File: src/rtl/ring_inject_sched.sv
// Ring injection scheduler: per-FU result FIFOs feeding ring stops, round-robin
// arbitration of up to MAX_INJ injections per cycle. Optional macro RING_INJ_BYPASS_EN.

module ring_inj_fifo #(
  parameter int ENT_W = 48,
  parameter int DEPTH = 4,
  localparam int PTR_W = $clog2(DEPTH),
  localparam int OCC_W = $clog2(DEPTH+1)
) (
  input  logic             clk,
  input  logic             rst,
  input  logic             flush,
  input  logic             push,
  input  logic             pop,
  input  logic [ENT_W-1:0] wdata,
  output logic [ENT_W-1:0] rdata,
  output logic [OCC_W-1:0] occ,
  output logic             empty,
  output logic             full
);
  logic [ENT_W-1:0] r_mem [DEPTH];
  logic [PTR_W-1:0] r_wp, r_rp;
  logic [OCC_W-1:0] r_occ;

  always_ff @(posedge clk or posedge rst) begin
    if (rst) begin
      r_wp  <= '0;
      r_rp  <= '0;
      r_occ <= '0;
    end else if (flush) begin
      r_wp  <= '0;
      r_rp  <= '0;
      r_occ <= '0;
    end else begin
      if (push) r_wp <= r_wp + 1'b1;
      if (pop)  r_rp <= r_rp + 1'b1;
      case ({push, pop})
        2'b10:   r_occ <= r_occ + 1'b1;
        2'b01:   r_occ <= r_occ - 1'b1;
        default: r_occ <= r_occ;
      endcase
    end
  end

  // Storage needs no reset; occupancy alone qualifies the contents.
  always_ff @(posedge clk) begin
    if (push) r_mem[r_wp] <= wdata;
  end

  assign rdata = r_mem[r_rp];
  assign occ   = r_occ;
  assign empty = (r_occ == '0);
  assign full  = (r_occ == OCC_W'(DEPTH));
endmodule

module ring_inject_sched #(
  parameter int XLEN       = 32,
  parameter int PREG_W     = 8,
  parameter int ROB_W      = 8,
  parameter int NUM_FU     = 5,
  parameter int FIFO_DEPTH = 4,
  parameter int MAX_INJ    = 2,
  localparam int ENT_W     = PREG_W + XLEN + ROB_W,
  localparam int OCC_W     = $clog2(FIFO_DEPTH+1)
) (
  input  logic                    clk,
  input  logic                    rst,
  input  logic                    flush,
  input  logic [NUM_FU-1:0]       fu_valid,
  output logic [NUM_FU-1:0]       fu_ready,
  input  logic [NUM_FU*ENT_W-1:0] fu_data,
  input  logic [NUM_FU-1:0]       slot_busy,
  output logic [NUM_FU-1:0]       inj_valid,
  output logic [NUM_FU*ENT_W-1:0] inj_data,
  output logic [NUM_FU*OCC_W-1:0] occ
);
  localparam int RR_W = (NUM_FU > 1) ? $clog2(NUM_FU) : 1;

  logic [NUM_FU-1:0][ENT_W-1:0] w_fu_data, w_rdata, w_head, r_inj_data;
  logic [NUM_FU-1:0][OCC_W-1:0] w_occ;
  logic [NUM_FU-1:0] w_empty, w_full, w_push, w_byp, w_elig, w_grant;
  logic [NUM_FU-1:0] w_fifo_push, w_fifo_pop, r_inj_valid;
  logic [RR_W-1:0]   r_rr, w_rr_nxt, w_idx;
  logic [RR_W:0]     w_sum;
  int                w_cnt;

  assign w_fu_data = fu_data;

  for (genvar i = 0; i < NUM_FU; i++) begin : g_fu
    // No look-through: a full FIFO refuses even when its head pops this cycle.
    assign fu_ready[i] = ~w_full[i] & ~flush & ~rst;
    assign w_push[i]   = fu_valid[i] & fu_ready[i];
`ifdef RING_INJ_BYPASS_EN
    assign w_byp[i]    = w_empty[i] & w_push[i];
`else
    assign w_byp[i]    = 1'b0;
`endif
    assign w_elig[i]      = (~w_empty[i] | w_byp[i]) & ~slot_busy[i] & ~flush;
    assign w_head[i]      = w_empty[i] ? w_fu_data[i] : w_rdata[i];
    assign w_fifo_pop[i]  = w_grant[i] & ~w_empty[i];
    assign w_fifo_push[i] = w_push[i] & ~(w_grant[i] & w_empty[i]);

    ring_inj_fifo #(.ENT_W(ENT_W), .DEPTH(FIFO_DEPTH)) u_fifo (
      .clk   (clk),
      .rst   (rst),
      .flush (flush),
      .push  (w_fifo_push[i]),
      .pop   (w_fifo_pop[i]),
      .wdata (w_fu_data[i]),
      .rdata (w_rdata[i]),
      .occ   (w_occ[i]),
      .empty (w_empty[i]),
      .full  (w_full[i])
    );
  end

  // Scan from r_rr around the ring, granting the first MAX_INJ eligible stops.
  always_comb begin
    w_grant  = '0;
    w_rr_nxt = r_rr;
    w_cnt    = 0;
    w_sum    = '0;
    w_idx    = '0;
    for (int k = 0; k < NUM_FU; k++) begin
      w_sum = {1'b0, r_rr} + (RR_W+1)'(k);
      if (w_sum >= (RR_W+1)'(NUM_FU)) w_sum = w_sum - (RR_W+1)'(NUM_FU);
      w_idx = w_sum[RR_W-1:0];
      if (w_elig[w_idx] && (w_cnt < MAX_INJ)) begin
        w_grant[w_idx] = 1'b1;
        w_cnt          = w_cnt + 1;
        w_rr_nxt       = (w_idx == RR_W'(NUM_FU-1)) ? '0 : w_idx + 1'b1;
      end
    end
  end

  always_ff @(posedge clk or posedge rst) begin
    if (rst) begin
      r_inj_valid <= '0;
      r_inj_data  <= '0;
      r_rr        <= '0;
    end else if (flush) begin
      r_inj_valid <= '0;
      r_rr        <= '0;
    end else begin
      r_inj_valid <= w_grant;
      r_rr        <= w_rr_nxt;
      for (int i = 0; i < NUM_FU; i++) begin
        if (w_grant[i]) r_inj_data[i] <= w_head[i];
      end
    end
  end

  assign inj_valid = r_inj_valid;
  assign inj_data  = r_inj_data;
  assign occ       = w_occ;
endmodule

File: config.mk
export PLATFORM = sky130hd
export DESIGN_NAME = ring_inject_sched
export DESIGN_NICKNAME = d
export VERILOG_FILES = /design/src/rtl/ring_inject_sched.sv
export SDC_FILE = /design/constraint.sdc
export NUM_CORES = 1
export LEC_CHECK = 0
export CORE_ASPECT_RATIO = 0.6
export CORE_MARGIN = 5
export CORE_UTILIZATION = 40
export CTS_CLUSTER_DIAMETER = 200
export CTS_CLUSTER_SIZE = 30
export DETAILED_ROUTE_END_ITERATION = 16
export PLACE_DENSITY = 0.71
export REMOVE_ABC_BUFFERS = 1
export SETUP_SLACK_MARGIN = 0.4
export SYNTH_ARGS = -nofsm -noshare
export SYNTH_HDL_FRONTEND = slang
export SYNTH_SLANG_ARGS = --single-unit
File: constraint.sdc
create_clock -name clk -period 11.6 [get_ports clk]
set_input_delay 1.16 -clock clk [delete_from_list [all_inputs] [get_ports clk]]
set_output_delay 1.16 -clock clk [all_outputs]
set_load 0.05 [all_outputs]
==> run summary, run 1 <==
The share of cells above drive strength 1 came out at 0.213. Of all nets on the critical path, the largest fanout is 57. The total number of placement rows was 98. The run gives 21 as the number of antenna violations at the first check in global routing. The logs give 23,000 for the count of vias placed by the detailed router and 127,000 µm² for the full die area.

The mapped netlist covers 47,900 µm². The tools report the final setup violation count as 0. The power density relative to cell area is 251 nW/µm², and the largest vdd supply drop is 0.195 mV.

After clock tree synthesis, the clock-pin slew on the worst setup and hold paths is 0.11 ns. For the starting density of the core, the log shows 0.402. The worst path arrival time came out at 8.16 ns.

The run finished with clean final reports. Critical path start-end classification: flop to flop. The tools report the number of global-route vias before repair as 23,800.

The first detailed-routing pass ran for 7 iterations. The die is 278 µm tall. The startpoint identified for the worst hold timing path is inj_data[101]$_DFFE_PP0P_. The nature of the critical path startpoint is a flop.

Overall die width: 457 µm. The logs give 92 for the number of distinct library cells after synthesis and 12.13 ns for the required time at the endpoint of the critical path. Setup slack on the worst flop-to-flop path: 3.97 ns.

The core area was 119,000 µm². The tightest slew margin relative to the limit was 0.119. The proportion of netlist area held by the largest area contributor came out at 0.602.

The biggest area contributor in the post-synthesis netlist is sky130_fd_sc_hd__edfxtp_1. On the final layout, the worst clock skew is 0.0332 ns. The number of clock buffers inserted by TritonCTS came out at 47. The area added between synthesis and finish is 17.3%, and the wire length of the first global-routing pass is 156 mm. The startpoint identified for the worst register-to-register timing path is r_rr[0]$_DFFE_PP0P_.

Counting every instance in the synthesized netlist gives 2,269. Across the run, the number of max-cap violations was 0. The path with the worst hold slack has its endpoint at inj_data[101]$_DFFE_PP0P_. The H-tree was split into 2 levels. During placement, the flow inserted port buffers numbering 517. After detailed routing, the average wire length per cell comes to 23.5 µm. TritonCTS built the clock tree. Buffers inserted to repair hold after CTS numbered 0. The final period utilization came out at 0.658. The endpoint class of the critical path is a flop.

The logs give 1,243 for the number of clock sinks and 9,859 for the number of fill cells. The run gives 0 as the post-CTS setup buffer count. In this run the remaining antenna-violating nets after routing total 0. Number of cells on the worst hold path: 1. For this run, the leading register cell type out of synthesis is sky130_fd_sc_hd__edfxtp_1.

The logs give 64.0 mm for the detailed-placement wirelength estimate and 0 for the overall overflow remaining after global route. Ranked by total cell area, the synthesized netlist is headed by sky130_fd_sc_hd__edfxtp_1 (60%), sky130_fd_sc_hd__dfrtp_1 (15%), sky130_fd_sc_hd__mux4_2 (11%), sky130_fd_sc_hd__mux2_2 (3.8%), sky130_fd_sc_hd__mux2_4 (1.5%). After clock tree synthesis, the repair step resized 0 gates. The count of endpoints failing hold in the final timing report is 0. In the final timing run, aggregate negative setup slack is 0 ns. In this run, the number of DRC markers left after iteration 0 of detailed routing was 1,874. The post-detailed-route via-to-cell ratio is 5.23.

Setup repair after global routing left no endpoint under its margin. The fraction of registers with async set/reset was 0.228. The remaining design rule violation count came out at 0.

For the final net count, the log shows 3,060. The endpoint identified for the worst register-to-register timing path is g_fu[2].u_fifo.occ[2]$_DFFE_PP0P_. Static timing analysis puts the maximum clock frequency at 131 MHz. The synthesized design contains 1,243 register bits. For the maximum number of buffers from clock root to sink, the log shows 3. The placed instance area is 54,800 µm², and the minimum clock period is 7.63 ns.

For the finished layout cell area, the log shows 56,200 µm². The run gives 0.0186 µW as the cell leakage power. During synthesis, Yosys emitted a total of 0 warnings. Slew at the pin closest to its max-slew limit: 1.31 ns.

The run gives 0 as the final number of max-transition violations. The share of synthesized area occupied by flip-flops and latches was 0.749; the largest net degree at the start of global routing was 143. The number of synthesized flops with an enable pin was 960.

The tools report the final core utilization as 0.472. The worst hold path belongs to the class flop to flop. Averaged over all synthesized cells, the footprint is 21.1 µm². 518 I/O pins were placed.

Clock latency on the worst-skew pair, taken at its later pin, is 0.66 ns. For the wire length after detailed routing, the log shows 103 mm. The congestion estimate from routability-driven global placement came to 0.880.

The tree is rooted in a sky130_fd_sc_hd__clkbuf_16. The depth of the worst register-to-register path came out at 26. The total routing resource utilization after global routing is 0.160. The origin of the worst setup path was r_rr[0]$_DFFE_PP0P_.
==> report_power, final <==
group          internal [µW]  switching [µW]
sequential              5370             427
clock                    793            1300
combinational           2630            3590
total                   8800            5310
==> metrics by stage <==
stage	cells	total power [µW]	setup slack, ns	hold slack (ns)
2_1_floorplan	2168	10200	2.61	0.536
3_3_place_gp	4312	12100	4.20	0.467
3_5_place_dp	4312	12200	4.06	0.474
4_1_cts	4400	14300	4.01	0.499
5_1_grt	4402	14800	3.48	0.515
6_report	4404	14100	3.97	0.496
==> flip-flops by register name (all words and copies together), names as in the netlist <==
| signal | cells |
|---|---|
| g_fu.u_fifo.occ | 15 |
| g_fu.u_fifo.r_mem | 960 |
| g_fu.u_fifo.r_rp | 10 |
| g_fu.u_fifo.r_wp | 10 |
| inj_data | 240 |
| inj_valid | 5 |
| r_rr | 3 |
==> cell families (layout without fill, tap and decap cells) <==
| logic type | Yosys count | after routing | share of synthesized area |
|---|---|---|---|
| muxes | 499 | 499 | 0.177 |
| and+or+nand+nor | 204 | 204 | 0.0226 |
| other | 0 | 4 | 0 |
| AOI/OAI and AO/OA | 124 | 124 | 0.0191 |
| DFF | 1243 | 1243 | 0.749 |
| xor gates and xnor gates | 19 | 19 | 0.00407 |
| buffers and inverters | 134 | 665 | 0.0148 |
| adders and majority gates | 46 | 46 | 0.0130 |
==> synthesized netlist by cell type, types with 4 or more instances <==
cell type / n
sky130_fd_sc_hd__nor3_1: 30
sky130_fd_sc_hd__mux2i_1: 16
sky130_fd_sc_hd__mux2_4: 49
sky130_fd_sc_hd__buf_1: 6
sky130_fd_sc_hd__dfrtp_1: 283
sky130_fd_sc_hd__nor4_1: 4
sky130_fd_sc_hd__a31oi_1: 4
sky130_fd_sc_hd__nor2_1: 50
sky130_fd_sc_hd__buf_4: 7
sky130_fd_sc_hd__ha_1: 40
sky130_fd_sc_hd__nor3b_1: 4
sky130_fd_sc_hd__a21oi_1: 34
sky130_fd_sc_hd__and3_1: 24
sky130_fd_sc_hd__nand2_1: 28
sky130_fd_sc_hd__buf_12: 5
sky130_fd_sc_hd__xnor2_1: 14
sky130_fd_sc_hd__mux4_2: 240
sky130_fd_sc_hd__or3_1: 9
sky130_fd_sc_hd__o31ai_1: 5
sky130_fd_sc_hd__nor2b_1: 9
sky130_fd_sc_hd__nand2b_1: 10
sky130_fd_sc_hd__buf_6: 11
sky130_fd_sc_hd__buf_2: 10
sky130_fd_sc_hd__o21ai_0: 21
sky130_fd_sc_hd__a211oi_1: 5
sky130_fd_sc_hd__mux2_1: 33
sky130_fd_sc_hd__mux2_2: 161
sky130_fd_sc_hd__nand3_1: 10
sky130_fd_sc_hd__clkbuf_1: 61
sky130_fd_sc_hd__edfxtp_1: 960
sky130_fd_sc_hd__and2_1: 6
sky130_fd_sc_hd__fa_1: 6
sky130_fd_sc_hd__inv_1: 29
==> how the worst max path moves through the flow <==
stage          slack (ns)  depth (start not counted)                                end
2_1_floorplan        2.61                          1  g_fu[0].u_fifo.occ[0]$_DFFE_PP0P_
3_3_place_gp         4.20                         26  g_fu[2].u_fifo.occ[2]$_DFFE_PP0P_
3_5_place_dp         4.06                         26  g_fu[2].u_fifo.occ[2]$_DFFE_PP0P_
4_1_cts              4.01                         26  g_fu[2].u_fifo.occ[2]$_DFFE_PP0P_
5_1_grt              3.48                         26  g_fu[2].u_fifo.occ[2]$_DFFE_PP0P_
6_report             3.97                         26  g_fu[2].u_fifo.occ[2]$_DFFE_PP0P_
==> area by class of cell <==
cell class / instances / area, µm² / area share
inverter: 33 / 131 / 0.00234
antenna: 4 / 10.0 / 0.000178
multi-input combinational: 892 / 11400 / 0.202
timing repair buffer: 544 / 5390 / 0.0958
clock buffer: 84 / 1320 / 0.0234
clock inverter: 4 / 46.3 / 0.000824
tap: 1600 / 2000 / 0.0356
sequential: 1243 / 35900 / 0.639
==> routing by layer <==
layer,track usage,vias to the layer above,share of wire
met2,0.258,650,0.48
met1,0.224,12200,0.43
li1,-,10000,-
met4,0.0292,26,0.019
met5,0,-,0.0017
met3,0.0399,128,0.069
==> placed cells by master, fill, tap and decap left out, drive strengths merged, types with 3 or more instances in the layout <==
| cell | n |
|---|---|
| a211o | 3 |
| a211oi | 9 |
| a21boi | 5 |
| a21o | 4 |
| a21oi | 37 |
| a22oi | 3 |
| a31oi | 4 |
| and2 | 7 |
| and3 | 25 |
| and3b | 3 |
| buf | 28 |
| clkbuf | 84 |
| clkdlybuf4s50 | 516 |
| dfrtp | 283 |
| diode | 4 |
| edfxtp | 960 |
| fa | 6 |
| ha | 40 |
| inv | 36 |
| mux2 | 243 |
| mux2i | 16 |
| mux4 | 240 |
| nand2 | 31 |
| nand2b | 10 |
| nand3 | 12 |
| nor2 | 53 |
| nor2b | 9 |
| nor3 | 31 |
| nor3b | 5 |
| nor4 | 4 |
| o21ai | 23 |
| o31a | 4 |
| o31ai | 6 |
| or3 | 9 |
| xnor2 | 15 |
| xor2 | 3 |
==> worst max-delay path, cell delays in order (launching register included) <==
cell and delay (ns):
sky130_fd_sc_hd__dfrtp_1 0.96, sky130_fd_sc_hd__inv_1 0.30, sky130_fd_sc_hd__ha_1 0.32, sky130_fd_sc_hd__ha_1 0.52, sky130_fd_sc_hd__inv_1 0.21, sky130_fd_sc_hd__a22oi_2 0.39
sky130_fd_sc_hd__or3_1 0.21, sky130_fd_sc_hd__nand2_1 0.06, sky130_fd_sc_hd__or3_1 0.40, sky130_fd_sc_hd__ha_1 0.23, sky130_fd_sc_hd__or3_1 0.36, sky130_fd_sc_hd__mux2_4 0.30
sky130_fd_sc_hd__nand2_4 0.11, sky130_fd_sc_hd__inv_1 0.12, sky130_fd_sc_hd__ha_1 0.31, sky130_fd_sc_hd__nor2_1 0.11, sky130_fd_sc_hd__o21ai_2 0.11, sky130_fd_sc_hd__a211oi_4 0.49
sky130_fd_sc_hd__a31o_4 0.22, sky130_fd_sc_hd__buf_4 0.65, sky130_fd_sc_hd__inv_1 0.09, sky130_fd_sc_hd__nor2_1 0.16, sky130_fd_sc_hd__fa_1 0.24, sky130_fd_sc_hd__nor2_1 0.06
sky130_fd_sc_hd__nand2_1 0.09, sky130_fd_sc_hd__a21oi_1 0.06, sky130_fd_sc_hd__or3_1 0.37
Note: power is estimated with default switching activity, not from simulation.
==> run 2, diff against run 1 <==
clock period = 7.5 ns   (was 11.6 ns; I/O delays follow)
==> run 2 against run 1 <==
Worst hold slack gained 0.0023 ns. Worst setup slack lost 3.1 ns. First-iteration DRC count shrank 12%. Global-route usage grew 0.084 points. Critical path type unchanged. Die area is the same. Critical endpoint is now inj_data[161]$_DFFE_PP0P_.
==> run summary, run 2 (synthesis results as in run 1) <==
The tools report the remaining design rule violation count as 0 (unchanged). The run gives 0 (unchanged) as the count of endpoints failing hold in the final timing report. Setup slack on the worst flop-to-flop path: 0.91 ns (-3.06 ns). TritonCTS built the clock tree. The run gives 0.0452 (+0.00534) as the met3 capacity usage during global routing. The number of antenna violations at the first check in global routing is 26 (+24%), and the total routing resource utilization after global routing is 0.161 (+0.000844). For the area taken by multi-input logic gates, the log shows 11,400 µm² (about the same).

The logs give 119,000 µm² (unchanged) for the core area and 0 (unchanged) for the final setup violation count. The cell count after placement is 4,316 (+0.093%), and the overall overflow remaining after global route is 0 (unchanged). The run gives 0.852 (-3.2%) as the global placement routability congestion.

The later-pin clock latency in the skew report was 0.67 ns (about the same); the area added between synthesis and finish was 17.5%. The switching power summed over all nets is 8230 µW (+55%). The starting DRC count in detailed routing was 1,650 (-12%). The final period utilization works out to 0.878 (+0.221).

The logs give 0.149 (about the same) for the fraction of power consumed by the clock network and 0 (unchanged) for the residual antenna-violating net count after detailed routing. For the wire length after detailed routing, the log shows 104 mm (+0.25%). The met1 track utilization from global routing was 0.221 (-0.00307). For the largest vdd supply drop, the log shows 0.298 mV (+53%). The clock tree skew after final layout came out at 0.0454 ns (+0.0122 ns). STA classifies the critical path endpoint as a flop. More flip-flops sit in one register than any other, and that register is g_fu.u_fifo.r_mem. The relative contribution of combinational cells to total power is 0.443 (+0.002). The largest incremental delay on the critical path is 0.62 ns (-0.34 ns), and the met2 track demand over resource is 0.255 (-0.00286). The slew at the pin closest to its max-slew limit was 1.07 ns (-0.240 ns); the maximum fanout count along the critical path was 28 (-51%). The starting density of the core is 0.402 (unchanged), and the buffer and inverter count on the worst path is 4 (-1). For the number of gates resized after CTS, the log shows 0 (unchanged). Number of fill cells: 9,830 (-0.29%). In this run the clock root is driven by a sky130_fd_sc_hd__clkbuf_16.

The number of levels the H-tree was split into was 2 (unchanged); the max-capacitance violation count was 0 (unchanged). Largest net degree at the start of global routing: 127 (-11%). The final non-filler cell total was 4,415 (+0.25%). The power density relative to cell area came out at 389 nW/µm² (+55%). The floorplan die height is 278 µm (unchanged). The cell leakage power was 0.0187 µW (+0.24%).

The internal power came out at 13,600 µW (+55%). The achievable frequency came out at 152 MHz (+16%). The number of buffers added to fix hold violations after cts was 0 (unchanged). The critical path start-end classification was flop to flop.

The sequential share of power came out at 0.408 (-0.003). The total number of placement rows came out at 98 (unchanged). The minimum clock period is 6.59 ns (-1.04 ns), and the detailed-router iteration count before antenna repair is 5 (-2). The min-delay analysis places its worst path in the category flop to flop. The final total power was 21,900 µW (+55%). Setup repair after global routing left no endpoint under its margin.

The overall die width came out at 457 µm (unchanged). The gate family responsible for the most delay along the worst path is simple AND/OR/NAND/NOR gates. The count of vias placed by the detailed router was 22,900 (-0.69%). The average detailed-routed wire length per instance came out at 23.5 µm (about the same).

For this design, the slowest cell found on the critical path is sky130_fd_sc_hd__dfrtp_1. Number of clock buffers inserted by TritonCTS: 47 (unchanged). The library cell used most frequently in the layout, excluding fill and tap cells, is sky130_fd_sc_hd__edfxtp_1. Cell occurring most often along the worst timing path: sky130_fd_sc_hd__ha_1. The flip-flop count of the largest register after layout was 960 (unchanged); the worst path arrival time was 7.11 ns (-1.05 ns). The fraction of power spent switching nets was 0.376 (-0.000458). The detailed-placement wirelength estimate came out at 65.3 mm (+2.0%).

Number of global-route vias before repair: 23,900 (+0.52%). Clock edge transition at the registers on the reported setup and hold paths: 0.12 ns (about the same). Leaving out fill and tap cells, the most frequent cells in the layout are sky130_fd_sc_hd__edfxtp_1 (960), sky130_fd_sc_hd__clkdlybuf4s50_1 (516), sky130_fd_sc_hd__dfrtp_1 (273), sky130_fd_sc_hd__mux4_2 (240), sky130_fd_sc_hd__mux2_2 (161).

The flow ran to the end, and the final reports show no timing, DRC or antenna violations. Post-CTS setup buffer count: 0 (unchanged). The run gives 127,000 µm² (unchanged) as the full die area. The final number of max-transition violations is 0 (unchanged). The final net count came out at 3,064 (+0.13%). The port buffer count is 517 (unchanged).

The worst setup path is launched from a flop. Tightest slew margin relative to the limit: 0.287 (+0.168). Walking the worst path, the cells encountered are inv_1 -> ha_1 -> ha_1 -> inv_1 -> a22oi_2 -> or3_1 -> nand2_1 -> or3_1 -> ha_1 -> or3_1 -> mux2_4 -> nand2_4 -> inv_1 -> ha_1 -> nor2_1 -> o21ai_2 -> a211oi_4 -> nand3_2 -> nand2_4 -> buf_12 -> mux2_4. In this run the most used layer during global routing was met2. The sequential cell area in the final layout was 35,900 µm² (unchanged). For the count of pins on the block boundary, the log shows 518 (unchanged). For the maximum number of buffers from clock root to sink, the log shows 3 (unchanged).

The share of cells above drive strength 1 came out at 0.214 (+0.00112). For the final sum of negative setup slack, the log shows 0 ns (unchanged). The logs give 8.03 ns (-4.10 ns) for the required time at the endpoint of the critical path and 157 mm (+0.54%) for the wire length of the first global-routing pass.

For the number of clock sinks, the log shows 1,243 (unchanged). The post-detailed-route via-to-cell ratio is 5.18 (-0.93%).
==> run 2: metal layers <==
layer  wire [µm]  vias up
met5         195        -
met4        2310       28
met3        7010      124
met2       49500      549
met1       44600    12100
li1            -    10000
==> run 2: layout make-up <==
cell class	instances	share of cell area
sequential	1243	0.638
multi-input combinational	892	0.202
timing repair buffer	548	0.0968
tap	1600	0.0356
clock buffer	85	0.0238
inverter	33	0.00233
clock inverter	3	0.000800
antenna	11	0.000489
==> run 2: per-stage QoR <==
| step | util | area [µm²] | hold slack (ns) | setup WS (ns) |
|---|---|---|---|---|
| after floorplan | - | 47300 | 0.536 | -1.08 |
| after global placement | 0.461 | 54900 | 0.466 | 1.20 |
| after detailed placement | 0.461 | 54900 | 0.474 | 1.06 |
| after CTS | 0.473 | 56300 | 0.482 | 0.999 |
| after global routing | 0.473 | 56300 | 0.505 | 0.575 |
| final | 0.473 | 56300 | 0.498 | 0.914 |
==> run 2: worst paths after layout <==
kind                                      startpoint                           endpoint  cells after the start
max                              r_rr[1]$_DFFE_PP0P_          inj_data[161]$_DFFE_PP0P_                     21
min                        inj_data[116]$_DFFE_PP0P_          inj_data[116]$_DFFE_PP0P_                      1
max reg2reg                      r_rr[1]$_DFFE_PP0P_          inj_data[161]$_DFFE_PP0P_                     21
min reg2reg                inj_data[116]$_DFFE_PP0P_          inj_data[116]$_DFFE_PP0P_                      1
max in group asynchronous                        rst           inj_data[11]$_DFFE_PP0P_                      3
min in group asynchronous                        rst  g_fu[1].u_fifo.occ[2]$_DFFE_PP0P_                      2
==> run 2: power groups by stage <==
stage	logic [µW]	clock network, µW	registers (µW)
floorplan	4230	0	11500
global placement	9660	0	9060
detailed placement	9770	0	9080
CTS	9790	3400	8940
global route	10200	3660	9040
finish	9700	3260	8910
==> run 3, diff against run 2 <==
CORE_ASPECT_RATIO = not set   (was 0.6)
CORE_MARGIN = 2   (was 5)
==> run 3 against run 2 <==
First-iteration DRC count fell by 2.4%. Sequential share of layout area hardly changed. Clock power about the same. Largest cell class unchanged. Worst hold slack worse by 0.029 ns. Utilization up 0.26 points. Sequential cell count unchanged. Power is 0.14% lower.
==> run summary, run 3 (synthesis results as in run 1) <==
The flip-flop count of the largest register after layout came out at 960 (unchanged). The detailed-placement wirelength estimate came out at 65.2 mm (-0.13%). The starting density of the core was 0.405 (+0.00226); the area added between synthesis and finish was 17.5% (about the same). The clock tree skew after final layout came out at 0.0321 ns (-0.0133 ns).

The met3 wire length came out at 7.48 mm (+6.7%). The post-CTS setup buffer count was 0 (unchanged); the tightest slew margin relative to the limit was 0.298 (+0.0116). The tools report the final non-filler cell total as 4,413 (-0.045%).

Number of levels the H-tree was split into: 2 (unchanged). The maximum fanout count along the critical path was 15 (-46%); the final core utilization was 0.475 (+0.00261). The required time at the endpoint of the critical path is 8.05 ns (+0.02 ns), and the clock edge transition at the registers on the reported setup and hold paths is 0.12 ns (about the same). The largest net degree at the start of global routing is 79 (-38%). The largest incremental delay on the critical path is 0.59 ns (-0.03 ns), and the number of fill cells is 9,737 (-0.95%). The overall die width is 350 µm (-23%).

Cell count after placement: 4,319 (+0.070%). The run gives 0 (unchanged) as the final number of max-transition violations. TritonCTS built the clock tree. Gate family responsible for the most delay along the worst path: simple AND/OR/NAND/NOR gates. Leaving out fill and tap cells, the most frequent cell in the layout is sky130_fd_sc_hd__edfxtp_1. Register containing the most flip-flops in the final layout: g_fu.u_fifo.r_mem. Wire length of the first global-routing pass: 154 mm (-2.1%). The wire length after detailed routing is 103 mm (-0.52%), and the critical path depth in cells is 25 (+19%). The logs give 0.150 (about the same) for the fraction of power consumed by the clock network and 35,900 µm² (unchanged) for the sequential cell area in the final layout. Final period utilization: 0.856 (-0.0217). The worst setup path is launched from a flop. The internal power was 13,700 µW (about the same). Count of endpoints failing hold in the final timing report: 0 (unchanged). The final net count came out at 3,067 (+0.098%). The average detailed-routed wire length per instance works out to 23.4 µm (-0.48%). The final setup violation count was 0 (unchanged); the buffer and inverter count on the worst path was 4 (unchanged). The clock root buffer is sky130_fd_sc_hd__clkbuf_16. The maximum number of buffers from clock root to sink was 3 (unchanged); the post-detailed-route via-to-cell ratio was 5.20 (+0.38%). For the largest vdd supply drop, the log shows 0.252 mV (-15%). The number of global-route vias before repair is 23,800 (-0.59%), and the depth of the worst register-to-register path is 25 (+19%). The floorplan die height came out at 350 µm (+26%). The run finished with clean final reports.

The logs give 0.0187 µW (about the same) for the cell leakage power and 0.826 (-3.0%) for the global placement routability congestion. The slew at the pin closest to its max-slew limit works out to 1.04 ns (-0.0262 ns). The logs give 17 (-35%) for the number of antenna violations at the first check in global routing and 54,900 µm² (about the same) for the placed instance area.

For the finished layout cell area, the log shows 56,300 µm² (about the same). The tools report the number of clock sinks as 1,243 (unchanged). Highest layer used for signal routing: met5. The fraction of power spent switching nets came out at 0.375 (-0.00118). The critical path start-end classification is flop to flop. The tools report the relative contribution of combinational cells to total power as 0.445 (+0.002). The critical path's slowest cell is sky130_fd_sc_hd__dfrtp_1. The logs give 0 (unchanged) for the remaining design rule violation count and 118,000 µm² (-0.56%) for the core area. The count of vias placed by the detailed router came out at 22,900 (+0.34%).

STA classifies the critical path endpoint as a flop. Total routing resource utilization after global routing: 0.166 (+0.00580). Area taken by multi-input logic gates: 11,400 µm² (about the same). The starting DRC count in detailed routing was 1,610 (-2.4%); the number of buffers added to fix hold violations after cts was 0 (unchanged).

The logs give 0 (unchanged) for the max-capacitance violation count and 0.405 (-0.003) for the sequential share of power. The wire length on met2 came out at 51.2 mm (+3.3%). In this run the worst hold path is classified as input port to flop. Leaving out fill and tap cells, the most frequent cells in the layout are sky130_fd_sc_hd__edfxtp_1 (960), sky130_fd_sc_hd__clkdlybuf4s50_1 (516), sky130_fd_sc_hd__dfrtp_1 (273), sky130_fd_sc_hd__mux4_2 (240), sky130_fd_sc_hd__mux2_2 (161). The full die area is 123,000 µm² (-3.5%). The minimum clock period was 6.42 ns (-0.163 ns).

The switching power summed over all nets came out at 8190 µW (-0.45%). The logs give 6 (+1) for the detailed-router iteration count before antenna repair and 126 (+29%) for the total number of placement rows. The count of pins on the block boundary was 518 (unchanged); the number of cells on the worst hold path was 2 (+1). The worst path arrival time was 6.97 ns (-0.14 ns); the number of clock buffers inserted by TritonCTS was 47 (unchanged). The tools report the residual antenna-violating net count after detailed routing as 0 (unchanged).

The power density relative to cell area came out at 388 nW/µm² (-0.13%). Setup repair after global routing left no endpoint under its margin. Detailed-route wire length on metal 1: 42.3 mm (-5.1%). Overall overflow remaining after global route: 0 (unchanged). The run gives 0 (unchanged) as the number of gates resized after CTS. The run gives 0.67 ns (about the same) as the later-pin clock latency in the skew report. The port buffer count is 517 (unchanged). The tools report the achievable frequency as 156 MHz (+2.5%).

Share of cells above drive strength 1: 0.215 (+0.000637).
[run 3: cell count changes in the layout (fill, tap and decap cells not counted), moves of 2 or more]
cell,delta
sky130_fd_sc_hd__diode_2,-3
sky130_fd_sc_hd__and3_2,-2
sky130_fd_sc_hd__buf_12,-2
sky130_fd_sc_hd__buf_4,+5
sky130_fd_sc_hd__and3_4,+2
[run 3: path summary, 6_finish.rpt]
path                                                    start                                 end  slack (ns)
max in group asynchronous                                 rst  g_fu[3].u_fifo.r_rp[0]$_DFFE_PP0P_        5.37
setup / recovery                          r_rr[0]$_DFFE_PP0P_   g_fu[2].u_fifo.occ[2]$_DFFE_PP0P_        1.08
min in group asynchronous                                 rst  g_fu[4].u_fifo.r_wp[1]$_DFFE_PP0P_        0.60
hold / removal                                          flush  g_fu[3].u_fifo.r_rp[1]$_DFFE_PP0P_        0.47
setup reg to reg                          r_rr[0]$_DFFE_PP0P_   g_fu[2].u_fifo.occ[2]$_DFFE_PP0P_        1.08
hold reg to reg            g_fu[0].u_fifo.r_rp[1]$_DFFE_PP0P_  g_fu[0].u_fifo.r_rp[1]$_DFFE_PP0P_        0.47
[run 3: stage by stage]
step | setup TNS (ns) | hold WS, ns | setup WS, ns | total power [µW]
final | 0 | 0.469 | 1.08 | 21800
after floorplan | -304.91 | 0.536 | -1.08 | 15700
after detailed placement | 0 | 0.464 | 1.14 | 18800
after global routing | 0 | 0.449 | 0.622 | 22900
after global placement | 0 | 0.454 | 1.14 | 18700
after CTS | 0 | 0.424 | 1.07 | 22100
[run 3: cell type report]
cell class,count,share of cell area
Clock buffer,85,0.0242
Tap cell,1600,0.0356
Antenna cell,8,0.000356
Timing Repair Buffer,551,0.0968
Clock inverter,1,0.000356
Inverter,33,0.00233
Multi-Input combinational cell,892,0.202
Sequential cell,1243,0.638
[run 3: layer usage]
| layer | vias up | GRT usage |
|---|---|---|
| met5 | - | 0 |
| met4 | 18 | 0.0372 |
| met3 | 109 | 0.0472 |
| met2 | 510 | 0.273 |
| met1 | 12300 | 0.221 |
| li1 | 10000 | - |
[run 3: power groups by stage]
| stage | combinational [µW] | clock [µW] | sequential [µW] |
|---|---|---|---|
| 2_1_floorplan | 4230 | 0 | 11500 |
| 3_5_place_dp | 9820 | 0 | 9010 |
| 6_report | 9710 | 3270 | 8860 |
| 4_1_cts | 9840 | 3410 | 8870 |
| 5_1_grt | 10300 | 3610 | 8970 |
| 3_3_place_gp | 9720 | 0 | 9000 |
